$ cat src/rtl/regfile_2r1w_if.sv
// Bus bundle for regfile_2r1w: one write port, two read ports, clear request and ready.
interface regfile_2r1w_if #(
  parameter int unsigned DATA_WIDTH = 16,
  parameter int unsigned ADDR_WIDTH = 4
);
  logic                  wr_en;
  logic [ADDR_WIDTH-1:0] wr_addr;
  logic [DATA_WIDTH-1:0] wr_data;
  logic                  rd_en_a;
  logic                  rd_en_b;
  logic [ADDR_WIDTH-1:0] rd_addr_a;
  logic [ADDR_WIDTH-1:0] rd_addr_b;
  logic [DATA_WIDTH-1:0] rd_data_a;
  logic [DATA_WIDTH-1:0] rd_data_b;
  logic                  rd_valid_a;
  logic                  rd_valid_b;
  logic                  clear;
  logic                  ready;

  modport master (
    output wr_en, wr_addr, wr_data, rd_en_a, rd_en_b, rd_addr_a, rd_addr_b, clear,
    input  rd_data_a, rd_data_b, rd_valid_a, rd_valid_b, ready
  );

  modport slave (
    input  wr_en, wr_addr, wr_data, rd_en_a, rd_en_b, rd_addr_a, rd_addr_b, clear,
    output rd_data_a, rd_data_b, rd_valid_a, rd_valid_b, ready
  );
endinterface

$ cat src/rtl/regfile_2r1w.sv
// Two-read/one-write register file with a zeroing sweep after reset or clear.
// Define REGFILE_BYPASS_EN to forward same-edge write data to the read ports.
module regfile_2r1w #(
  parameter int unsigned DATA_WIDTH = 16,
  parameter int unsigned ADDR_WIDTH = 4
) (
  input  logic               clk,
  input  logic               rst_n,
  regfile_2r1w_if.slave      bus
);
  localparam int unsigned DEPTH = 2 ** ADDR_WIDTH;

  typedef enum logic {INIT = 1'b0, RUN = 1'b1} state_t;

  state_t                state, next_state;
  logic [ADDR_WIDTH-1:0] clr_cnt, next_cnt;
  logic [DATA_WIDTH-1:0] regs [DEPTH];

  logic run;
  logic wr_fire;
  logic rd_fire_a, rd_fire_b;
  logic fwd_a, fwd_b;

  // A clear in RUN takes priority and swallows any same-edge access.
  assign run       = (state == RUN);
  assign wr_fire   = run && !bus.clear && bus.wr_en;
  assign rd_fire_a = run && !bus.clear && bus.rd_en_a;
  assign rd_fire_b = run && !bus.clear && bus.rd_en_b;
  assign bus.ready = run;

`ifdef REGFILE_BYPASS_EN
  assign fwd_a = wr_fire && (bus.wr_addr == bus.rd_addr_a);
  assign fwd_b = wr_fire && (bus.wr_addr == bus.rd_addr_b);
`else
  assign fwd_a = 1'b0;
  assign fwd_b = 1'b0;
`endif

  always_ff @(posedge clk or negedge rst_n) begin
    if (!rst_n) begin
      state   <= INIT;
      clr_cnt <= '0;
    end else begin
      state   <= next_state;
      clr_cnt <= next_cnt;
    end
  end

  always_comb begin
    next_state = state;
    next_cnt   = clr_cnt;
    case (state)
      INIT: begin
        next_cnt = clr_cnt + 1'b1;
        if (clr_cnt == '1) next_state = RUN;
      end
      RUN: begin
        if (bus.clear) begin
          next_cnt   = '0;
          next_state = INIT;
        end
      end
      default: next_state = INIT;
    endcase
  end

  // Storage has no reset; the INIT sweep is what zeroes it.
  always_ff @(posedge clk) begin
    if (state == INIT) regs[clr_cnt] <= '0;
    else if (wr_fire)  regs[bus.wr_addr] <= bus.wr_data;
  end

  always_ff @(posedge clk or negedge rst_n) begin
    if (!rst_n) begin
      bus.rd_valid_a <= 1'b0;
      bus.rd_valid_b <= 1'b0;
      bus.rd_data_a  <= '0;
      bus.rd_data_b  <= '0;
    end else begin
      bus.rd_valid_a <= rd_fire_a;
      bus.rd_valid_b <= rd_fire_b;
      if (rd_fire_a) bus.rd_data_a <= fwd_a ? bus.wr_data : regs[bus.rd_addr_a];
      if (rd_fire_b) bus.rd_data_b <= fwd_b ? bus.wr_data : regs[bus.rd_addr_b];
    end
  end
endmodule

$ cat src/flat_wrapper.sv
// flat-port wrapper written by rule: the top's interface ports become plain ports
module regfile_2r1w_flat 
#(
  parameter int unsigned DATA_WIDTH = 16,
  parameter int unsigned ADDR_WIDTH = 4
)
  (clk, rst_n, bus_wr_en, bus_wr_addr, bus_wr_data, bus_rd_en_a, bus_rd_en_b, bus_rd_addr_a, bus_rd_addr_b, bus_clear, bus_rd_data_a, bus_rd_data_b, bus_rd_valid_a, bus_rd_valid_b, bus_ready);
  regfile_2r1w_if #(.DATA_WIDTH(DATA_WIDTH), .ADDR_WIDTH(ADDR_WIDTH)) bus_i ();
  input  logic clk;
  input  logic rst_n;
  input wire logic [$bits(bus_i.wr_en)-1:0] bus_wr_en;
  input wire logic [$bits(bus_i.wr_addr)-1:0] bus_wr_addr;
  input wire logic [$bits(bus_i.wr_data)-1:0] bus_wr_data;
  input wire logic [$bits(bus_i.rd_en_a)-1:0] bus_rd_en_a;
  input wire logic [$bits(bus_i.rd_en_b)-1:0] bus_rd_en_b;
  input wire logic [$bits(bus_i.rd_addr_a)-1:0] bus_rd_addr_a;
  input wire logic [$bits(bus_i.rd_addr_b)-1:0] bus_rd_addr_b;
  input wire logic [$bits(bus_i.clear)-1:0] bus_clear;
  output wire logic [$bits(bus_i.rd_data_a)-1:0] bus_rd_data_a;
  output wire logic [$bits(bus_i.rd_data_b)-1:0] bus_rd_data_b;
  output wire logic [$bits(bus_i.rd_valid_a)-1:0] bus_rd_valid_a;
  output wire logic [$bits(bus_i.rd_valid_b)-1:0] bus_rd_valid_b;
  output wire logic [$bits(bus_i.ready)-1:0] bus_ready;
  assign bus_i.wr_en = bus_wr_en;
  assign bus_i.wr_addr = bus_wr_addr;
  assign bus_i.wr_data = bus_wr_data;
  assign bus_i.rd_en_a = bus_rd_en_a;
  assign bus_i.rd_en_b = bus_rd_en_b;
  assign bus_i.rd_addr_a = bus_rd_addr_a;
  assign bus_i.rd_addr_b = bus_rd_addr_b;
  assign bus_i.clear = bus_clear;
  assign bus_rd_data_a = bus_i.rd_data_a;
  assign bus_rd_data_b = bus_i.rd_data_b;
  assign bus_rd_valid_a = bus_i.rd_valid_a;
  assign bus_rd_valid_b = bus_i.rd_valid_b;
  assign bus_ready = bus_i.ready;
  regfile_2r1w #(.DATA_WIDTH(DATA_WIDTH), .ADDR_WIDTH(ADDR_WIDTH)) u_core (.clk(clk), .rst_n(rst_n), .bus(bus_i));
endmodule
$ cat config.mk
export PLATFORM = sky130hd
export DESIGN_NAME = regfile_2r1w_flat
export DESIGN_NICKNAME = d
export VERILOG_FILES = /design/src/rtl/regfile_2r1w_if.sv /design/src/rtl/regfile_2r1w.sv /design/src/flat_wrapper.sv
export SDC_FILE = /design/constraint.sdc
export NUM_CORES = 1
export LEC_CHECK = 0
export CAP_MARGIN = 20
export CORE_MARGIN = 8
export CORE_UTILIZATION = 54
export CTS_CLUSTER_SIZE = 30
export DETAILED_ROUTE_END_ITERATION = 7
export GPL_ROUTABILITY_DRIVEN = 0
export GPL_TIMING_DRIVEN = 1
export PLACE_DENSITY = 0.76
export SETUP_SLACK_MARGIN = 0.4
export SYNTH_ARGS = -nofsm -noshare
export SYNTH_HDL_FRONTEND = slang
export SYNTH_SLANG_ARGS = --single-unit
$ cat constraint.sdc
create_clock -name clk -period 2.4 [get_ports clk]
set_clock_uncertainty 0.15 [all_clocks]
set_input_delay 0.72 -clock clk [delete_from_list [all_inputs] [get_ports clk]]
set_output_delay 0.72 -clock clk [all_outputs]
set_load 0.005 [all_outputs]
==> run metrics, run 1 <==
status=completed; Final Hold Viols=0; Logic pwr share=0.269; final setup margin=0.190 ns; DP Worst Slack=-0.395 ns; category of the worst setup path launch point=register; Power Internal=12,600 uW; Max Slew Vio Count=0; remaining global-route overflow=0; die footprint=0.0305 mm2; switching power total=4850 uW; peak supply drop=0.561 mV; Slew HR=0.644; vias in the first global route=9,239; clock share of power=0.308; Gate Count Post-Synth=749; Simple-Gate Fraction of Synth Area=0.0345; Net Count, Synth=784; Clk Latency, worst-skew pair=0.55 ns; Mean Syn Cell Area=18.2 um2; port bufs=68; drt via density=6.73; Netlist cell types=44; Sw Share=0.278; min Tclk post-route=2.21 ns; Initial Utilization=0.545; cell count after placement=1,209; CP bufs+invs=5; # fillers=1,502; Rows=58; Post-Synth XOR/XNOR Area=0.000644; uppermost layer routed=met5; CTS max path bufs=3; Post-synth top cells=edfxtp_1, mux2i_1, mux4_2; first-pass GRT wire length=58.5 mm; post-synthesis adder-cell area fraction=0.000920; Clk pin slew, worst setup/hold paths=0.07 ns; most used cell, CP=buf_12; Post-DP HPWL=25.0 mm; largest net degree at the start of global routing=32; TritonCTS clock tree=built; Yosys reg bits=295; Routed wire per std cell=30.1 um; RSZ-0062 raised after global routing=true; largest area contributor in the netlist=edfxtp_1; Max FO, Critical Path=16; Setup CP Type=reg -> reg; H-Tree Depth=1; Ports=69; nets@finish=996; largest cells by area after synthesis=edfxtp_1, mux4_2, dfrtp_1, mux2i_1, mux4_1; Syn. warnings=0; post-synthesis mux area share=0.239; Synth top area share=0.565; Area Growth Syn to Fin=28.8%; TritonRoute pass-1 iters=6; area of the multi-input gates=0.00477 mm2; number of flops mapped to enable cells by yosys=256; setup_tns=0 ns; M1 wire length=14.6 mm; Worst Hold Class=reg -> reg; CP peak stage delay=0.41 ns; met3 WL=4.02 mm; Power, Total=17,400 uW; overall routing resource usage=0.254; compound-gate portion of the synthesized area=0.0539; die width=175 um; cts bufs inserted=29; Worst path top cell family by delay=buffers and inverters; ANT nets after route=0; register cell area after layout=0.00867 mm2; crit path cell chain=buf_6, and3b_2, buf_12, nor3b_4, a31oi_4, buf_12, buf_12, nor2_4, buf_12; PwrDens=995 mW/mm2; WP data required=2.50 ns; Leak Pwr=0.00649 uW; clock root cell=clkbuf_16; Final Setup Violations=0; Setup crit end kind=register; sequential power share=0.424; 1st-iter DRT viols=1,161; Die Ht=175 um; combinational family with the most area after synthesis=multiplexers; worst endpoint data arrival time=2.31 ns; initial antenna violation count=1; clk sink count=295; sequential share of the synthesized area=0.637; top-count cell post-synth=edfxtp_1; slowest CP cell=dfrtp_1; Max-cap violations=0; Worst-Margin Slew=0.534 ns; final critical-path share of the clock period=0.921; Main synth FF type=edfxtp_1; FMAX=452 MHz; DR vias=8,846; DRT Wirelength=39.5 mm; detailed-route DRC error count=0; fraction of registers with async set/reset=0.132; met2 routed WL=19.3 mm; layout cells sized above 1=0.417; Finished Layout Cells=1,314; Inserted Diodes=0; Post-Syn Area=0.0136 mm2; core area=0.0250 mm2
-- kinds of logic (layout without fill, tap and decap cells) --
family / Yosys count / after routing
DFF: 295 / 295
muxes: 192 / 192
adders and majority gates: 1 / 1
and+or+nand+nor: 93 / 93
buffers and inverters: 62 / 297
AOI/OAI and AO/OA: 105 / 105
xor gates and xnor gates: 1 / 1
-- area by class of cell --
type,instances,share of cell area
clock buffer,36,0.0446
clock inverter,18,0.0204
inverter,7,0.00150
multi-input combinational,392,0.272
sequential,295,0.495
tap,330,0.0236
timing repair buffer,236,0.143
-- metal layers --
layer,vias up,track usage
met2,660,0.418
met4,2,0.0982
li1,3543,-
met1,4526,0.330
met5,-,0
met3,115,0.0488
-- power groups by stage --
stage	clock [uW]	sequential, uW	combinational [uW]
2_1_floorplan	0	7230	2060
3_3_place_gp	0	7310	3700
3_5_place_dp	0	7410	3810
4_1_cts	5380	7320	4520
5_1_grt	5550	7470	4920
6_report	5360	7390	4690
-- metrics by stage --
step	cell area (um2)	util	hold slack (ns)
final	17500	0.702	0.354
after global routing	17500	0.702	0.362
after CTS	17400	0.698	0.348
after detailed placement	15800	0.631	0.338
after global placement	15800	0.631	0.322
after floorplan	13900	-	0.274
-- path summary, 6_finish.rpt --
path                                     startpoint                        to  slack, ns  depth (start not counted)
setup / recovery                   u_core.bus.ready         u_core.regs[5][5]       0.19                          9
hold / removal             u_core.bus.rd_data_b[14]  u_core.bus.rd_data_b[14]       0.35                          1
setup reg to reg                   u_core.bus.ready         u_core.regs[5][5]       0.19                          9
hold reg to reg            u_core.bus.rd_data_b[14]  u_core.bus.rd_data_b[14]       0.35                          1
max in group asynchronous                     rst_n   u_core.bus.rd_data_a[7]       0.89                          3
min in group asynchronous                     rst_n          u_core.bus.ready       0.56                          2
-- cells in the final DEF (no fill, tap or decap), types with 3 or more instances in the layout --
| cell type | synthesis | routed |
|---|---|---|
| nand2_1 | 35 | 34 |
| a221oi_1 | 26 | 23 |
| o211ai_1 | 27 | 27 |
| buf_2 | 14 | 36 |
| nor2_4 | 0 | 17 |
| and2_4 | 0 | 6 |
| clkbuf_16 | 0 | 29 |
| edfxtp_1 | 256 | 256 |
| mux2_2 | 4 | 4 |
| and2_2 | 0 | 6 |
| mux2i_1 | 89 | 89 |
| buf_12 | 3 | 48 |
| buf_4 | 5 | 104 |
| clkbuf_1 | 12 | 4 |
| clkbuf_8 | 4 | 3 |
| nor3b_4 | 0 | 3 |
| dfrtp_1 | 39 | 37 |
| inv_1 | 7 | 7 |
| buf_6 | 11 | 12 |
| bufinv_16 | 0 | 10 |
| buf_16 | 0 | 5 |
| clkdlybuf4s50_1 | 0 | 24 |
| a221oi_2 | 0 | 3 |
| o21ai_1 | 10 | 23 |
| a31oi_4 | 0 | 7 |
| a22oi_1 | 5 | 5 |
| mux4_2 | 77 | 92 |
| and2_1 | 18 | 6 |
| o21ai_0 | 24 | 10 |
| mux4_1 | 22 | 7 |
-- worst reg2reg max path: stages (launching register included) --
cell     delay, ns
dfrtp_1       0.41
buf_6         0.13
and3b_2       0.20
buf_12        0.15
nor3b_4       0.24
a31oi_4       0.06
buf_12        0.15
buf_12        0.12
nor2_4        0.13
buf_12        0.18
-- what timing repair did --
action | CTS | global route
endpoints found under the hold margin | 15 | 0
hold buffers | 1 | 0
cloned | 5 | 0
buffers inserted | 42 | 3
endpoints found under the setup margin | 491 | 457
resized for setup | 167 | 38
pin swaps | 11 | 7
-- flip-flops by register name (all words and copies together), names as in the netlist --
register               flops
u_core.regs              256
u_core.bus.rd_data_a      16
u_core.bus.rd_data_b      16
u_core.clr_cnt             4
u_core.bus.rd_valid_a      1
u_core.bus.rd_valid_b      1
u_core.bus.ready           1
(Power assumes the default switching activity.)
==> run 2, diff against run 1 <==
--- a/config.mk
+++ b/config.mk
@@ -8,10 +8,9 @@
 export CAP_MARGIN = 20
 export CORE_MARGIN = 8
 export CORE_UTILIZATION = 54
-export CTS_CLUSTER_SIZE = 30
+export CTS_CLUSTER_SIZE = 10
 export DETAILED_ROUTE_END_ITERATION = 7
-export GPL_ROUTABILITY_DRIVEN = 0
-export GPL_TIMING_DRIVEN = 1
+export GPL_TIMING_DRIVEN = 0
 export PLACE_DENSITY = 0.76
 export SETUP_SLACK_MARGIN = 0.4
 export SYNTH_ARGS = -nofsm -noshare
==> run 2 against run 1 <==
Compared with the run above:
- setup slack better by 0.046 ns
- worst hold slack worse by 0.29 ns
- design area down 2.4%
==> run metrics, run 2 (synthesis gave the netlist of run 1 again) <==
nets@finish=953 (-4.3%); Worst Hold Class=in -> async; initial antenna violation count=1 (unchanged); R2R depth=9 (unchanged); Final Cell Area=0.0171 mm2 (-2.4%); H-Tree Depth=2 (+1); Max Slew Vio Count=0 (unchanged); Setup crit end kind=register; die width=175 um (unchanged); Final Setup Violations=0 (unchanged); CP bufs+invs=5 (unchanged); RSZ-0062 raised after global routing=true; vias in the first global route=9,099 (-1.5%); worst endpoint data arrival time=2.23 ns (-0.08 ns); largest registers=u_core.regs: 256 flops, u_core.bus.rd_data_a: 16 flops, u_core.bus.rd_data_b: 16 flops; layout cells sized above 1=0.346 (-0.0706); port bufs=64 (-5.9%); overall routing resource usage=0.268 (+0.0143); Inserted Diodes=0 (unchanged); Slew HR=0.397 (-0.247); Final Hold Viols=0 (unchanged); first-pass GRT wire length=59.2 mm (+1.2%); detailed-route DRC error count=0 (unchanged); Area Growth Syn to Fin=25.7%; DR vias=8,802 (-0.50%); PwrDens=975 mW/mm2 (-2.1%); commonest non-fill, non-tap cell in the layout=edfxtp_1; placed inst area=0.0150 mm2 (-5.1%); clock root cell=clkbuf_16; Post-DP HPWL=24.1 mm (-3.6%); DRT Wirelength=42.5 mm (+7.6%); Setup CP Type=reg -> reg; DP Worst Slack=-1.02 ns (-0.624 ns); ANT nets after route=0 (unchanged); category of the worst setup path launch point=register; Max-cap violations=0 (unchanged); setup_tns=0 ns (unchanged); max reg flops=256 (unchanged); clk sink count=295 (unchanged); Max FO, Critical Path=5 (-11); final setup margin=0.236 ns (+0.0459 ns); Power, Total=16,700 uW (-4.5%); Clk pin slew, worst setup/hold paths=0.06 ns (about the same); slowest CP cell=dfrtp_1; commonest cells after routing, fill and taps aside=edfxtp_1, mux4_2, mux2i_1; Top reg by flops=u_core.regs; Clk Latency, worst-skew pair=0.51 ns (-0.04 ns); Final Wtd Congestion=0.843; TritonRoute pass-1 iters=5 (-1); core area=0.0250 mm2 (unchanged); Routed wire per std cell=33.4 um (+11%); status=completed; Die Ht=175 um (unchanged); Rows=58 (unchanged); final critical-path share of the clock period=0.902 (-0.0191); min Tclk post-route=2.16 ns (-0.0459 ns); Leak Pwr=0.00621 uW (-4.2%); largest net degree at the start of global routing=22 (-31%); Worst path top cell family by delay=buffers and inverters; CP peak stage delay=0.39 ns (-0.02 ns); WP data required=2.46 ns (-0.04 ns); die footprint=0.0305 mm2 (unchanged); 1st-iter DRT viols=1,145 (-1.4%); remaining global-route overflow=0 (unchanged); CTS max path bufs=3 (unchanged); TritonCTS clock tree=built; peak supply drop=0.564 mV (+0.63%); crit path cell chain=buf_6, and3b_1, buf_6, buf_6, nor3b_4, a31oi_4, nor2_4, buf_4, buf_12; most used cell, CP=buf_6; cts bufs inserted=35 (+21%); Ports=69 (unchanged); FMAX=462 MHz (+2.1%); hold buffers post-CTS=0 (-1); drt via density=6.92 (+2.8%); Worst-Margin Slew=0.904 ns (+0.371 ns); Initial Utilization=0.545 (unchanged); CP Depth=9 (unchanged)
run 2: worst register-to-register path: stages, from the launching register on:
cell and delay (ns):
dfrtp_1 0.39, buf_6 0.12, and3b_1 0.16, buf_6 0.13, buf_6 0.13, nor3b_4 0.21
a31oi_4 0.10, nor2_4 0.19, buf_4 0.15, buf_12 0.13
run 2: power by group:
part / switching (uW) / internal [uW]
Combinational: 2330 / 2140
Sequential: 587 / 6770
Clock: 2000 / 2840
Total: 4910 / 11800
run 2: timing repair:
item | CTS | global route
setup buffers | 37 | 27
endpoints found under the setup margin | 580 | 346
endpoints found under the hold margin | 0 | 0
pin swaps | 21 | 14
gates cloned | 1 | 2
resized for setup | 120 | 72
run 2: layout make-up:
cell class / instances / area [um2]
Tap cell: 330 / 413
Buffer: 55 / 644
Fill cell: 1558 / 7870
Inverter: 7 / 26.3
Sequential cell: 295 / 8660
Clock inverter: 2 / 7.51
Timing Repair Buffer: 132 / 1500
Multi-Input combinational cell: 392 / 4830
Clock buffer: 59 / 1010
run 2: per-stage QoR:
stage	utilization	instances	hold WS [ns]
2_1_floorplan	-	749	0.274
3_3_place_gp	0.599	1143	0.334
3_5_place_dp	0.599	1144	0.342
4_1_cts	0.672	1243	0.0712
5_1_grt	0.685	1272	0.0889
6_report	0.685	1272	0.0657
run 2: per-layer routing:
metal	up-vias	global-route usage	part of all wire
li1	3460	-	-
met1	4479	0.329	0.35
met2	708	0.438	0.48
met3	155	0.0766	0.12
met4	0	0.121	0.048
met5	-	0	0
run 2: path summary, 6_finish.rpt:
check	start	end	slack, ns
max	u_core.bus.ready	u_core.regs[13][11]	0.24
min	rst_n	u_core.bus.rd_data_b[3]	0.07
max reg2reg	u_core.bus.ready	u_core.regs[13][11]	0.24
min reg2reg	u_core.bus.rd_data_b[11]	u_core.bus.rd_data_b[11]	0.35
max in group asynchronous	rst_n	u_core.bus.rd_data_a[13]	1.44
min in group clk	u_core.bus.rd_data_b[11]	u_core.bus.rd_data_b[11]	0.35
==> run 3, diff against run 2 <==
--- a/config.mk
+++ b/config.mk
@@ -7,11 +7,11 @@
 export LEC_CHECK = 0
 export CAP_MARGIN = 20
 export CORE_MARGIN = 8
-export CORE_UTILIZATION = 54
+export CORE_UTILIZATION = 60
 export CTS_CLUSTER_SIZE = 10
 export DETAILED_ROUTE_END_ITERATION = 7
 export GPL_TIMING_DRIVEN = 0
-export PLACE_DENSITY = 0.76
+export PLACE_DENSITY = 0.77
 export SETUP_SLACK_MARGIN = 0.4
 export SYNTH_ARGS = -nofsm -noshare
 export SYNTH_HDL_FRONTEND = slang
==> constraint.sdc (replaced) <==
create_clock -name clk -period 2.6 [get_ports clk]
set_clock_uncertainty 0.15 [all_clocks]
set_input_delay 0.78 -clock clk [delete_from_list [all_inputs] [get_ports clk]]
set_output_delay 0.78 -clock clk [all_outputs]
set_load 0.005 [all_outputs]
==> run 3 against run 2 <==
Compared with the run above:
- first-iteration DRC count rose by 0.61%
- clock-buffer cell count rose by 2
- design area fell by 2.1%
- sequential share of layout area rose by 1.1 points
- combinational power fell by 14%
- critical path type is now in -> reg
- critical endpoint is now u_core.regs[8][11]
- highest routed layer unchanged
- register-to-register slack improved by 0.20 ns
- setup slack improved by 0.20 ns
==> run metrics, run 3 (synthesis gave the netlist of run 1 again) <==
category of the worst setup path launch point=input port; status=completed; Leak Pwr=0.00613 uW (-1.3%); flop-to-flop setup slack=0.44 ns (+0.20 ns); Min Hold Slack=0.0391 ns (-0.0267 ns); ANT nets after route=0 (unchanged); CTS max path bufs=3 (unchanged); # fillers=1,246 (-20%); hold buffers post-CTS=0 (unchanged); area of the multi-input gates=0.00481 mm2 (-0.47%); Max FO, Critical Path=7 (+2); Worst Hold Class=in -> async; clk sink count=295 (unchanged); largest registers=u_core.regs: 256 flops, u_core.bus.rd_data_a: 16 flops, u_core.bus.rd_data_b: 16 flops; cts bufs inserted=35 (unchanged); PwrDens=905 mW/mm2 (-7.2%); TritonRoute pass-1 iters=5 (unchanged); detailed-route DRC error count=0 (unchanged); Routed wire per std cell=34.8 um (+4.1%); RSZ-0062 raised after global routing=false; Area Growth Syn to Fin=23.1%; core area=0.0224 mm2 (-10%); first-pass GRT wire length=59.8 mm (+0.89%); Clk Latency, worst-skew pair=0.52 ns (about the same); Ports=69 (unchanged); CP bufs+invs=7 (+2); commonest non-fill, non-tap cell in the layout=edfxtp_1; crit path cell chain=clkbuf_2, and3b_2, buf_8, buf_8, buf_4, a31oi_4, buf_12, nor2_4, buf_6, buf_12; WP data required=2.66 ns (+0.20 ns); Max Slew Vio Count=0 (unchanged); cell count after placement=1,099 (-3.9%); Final Wtd Congestion=0.853 (+1.2%); DRT Wirelength=41.8 mm (-1.6%); 1st-iter DRT viols=1,152 (+0.61%); largest net degree at the start of global routing=28 (+27%); final critical-path share of the clock period=0.834; FMAX=461 MHz; nets@finish=927 (-2.7%); Die Ht=167 um (-4.7%); Rows=55 (-5.2%); Finished Layout Cells=1,202 (-5.5%); Inserted Diodes=0 (unchanged); Power, Total=15,100 uW (-9.1%); DR vias=8,751 (-0.58%); Final Setup Violations=0 (unchanged); H-Tree Depth=2 (unchanged); final core utilization=0.746 (+0.0616); port bufs=64 (unchanged); initial antenna violation count=0 (-1); CP peak stage delay=0.27 ns (-0.12 ns); commonest cells after routing, fill and taps aside=edfxtp_1, mux2i_1, mux4_2; die footprint=0.0277 mm2 (-9.1%); Setup crit end kind=register; register cell area after layout=0.00866 mm2 (unchanged); Setup CP Type=in -> reg; slowest CP cell=and3b_2; R2R depth=7 (-2); max reg flops=256 (unchanged); vias in the first global route=9,074 (-0.27%); Clk pin slew, worst setup/hold paths=0.06 ns (about the same); TritonCTS clock tree=built; reg-to-reg critical path endpoint=u_core.regs[2][8]; drt via density=7.28 (+5.2%); setup_tns=0 ns (unchanged); Worst path top cell family by delay=buffers and inverters; peak supply drop=0.734 mV (+30%); Max-cap violations=0 (unchanged); Post-DP HPWL=24.2 mm (+0.43%); min Tclk post-route=2.17 ns; die width=167 um (-4.7%); worst endpoint data arrival time=2.23 ns (about the same); Final Hold Viols=0 (unchanged); layout cells sized above 1=0.287 (-0.0593); Top reg by flops=u_core.regs; remaining global-route overflow=0 (unchanged); clock root cell=clkbuf_16; Reg2Reg Launch Point=u_core.bus.ready; overall routing resource usage=0.296 (+0.0279); Slew HR=0.566 (+0.169); Initial Utilization=0.606 (+0.0615); Worst-Margin Slew=0.651 ns (-0.253 ns)
## run 3: layout make-up
cell class                 instances  share of cell area
timing repair buffer             106              0.0756
clock inverter                     1            0.000224
buffer                            55              0.0353
sequential                       295               0.517
clock buffer                      61              0.0613
tap                              285              0.0213
multi-input combinational        392               0.287
inverter                           7             0.00157
## run 3: how the worst max path moves through the flow
stage,startpoint,end,slack [ns],cells past startpoint
after floorplan,bus_clear,u_core.regs[0][0],0.32,5
after global placement,rst_n,u_core.bus.rd_valid_b,-0.82,1
after detailed placement,bus_clear,u_core.bus.rd_data_b[13],-0.84,7
after CTS,bus_rd_addr_b[0],u_core.bus.rd_data_b[7],0.40,6
after global routing,bus_rd_addr_b[2],u_core.bus.rd_data_b[7],0.40,6
final,bus_clear,u_core.regs[8][11],0.43,10
## run 3: power by group
group	internal, uW	total [uW]	switching (uW)
Combinational	1790	3850	2060
Sequential	6250	6810	563
Clock	2660	4490	1830
Total	10700	15100	4450
## run 3: repair_timing
action                     4_1_cts  5_1_grt
gates cloned                     1        1
buffers inserted                36        3
resized for setup              119       20
setup endpoints to repair      575      359
pin swaps                       18        7
## run 3: per-layer routing
layer | vias up | global-route usage | wire length, um
met5 | - | 0 | 0
li1 | 3439 | - | -
met1 | 4454 | 0.372 | 14200
met2 | 725 | 0.475 | 20600
met3 | 133 | 0.0887 | 5350
met4 | 0 | 0.127 | 1700
## run 3: stage by stage
step                      worst slack, ns  instance area (um2)
after floorplan                     0.323                13900
after global placement             -0.819                14900
after detailed placement           -0.841                14900
after CTS                           0.405                16600
after global routing                0.400                16700
final                               0.432                16700
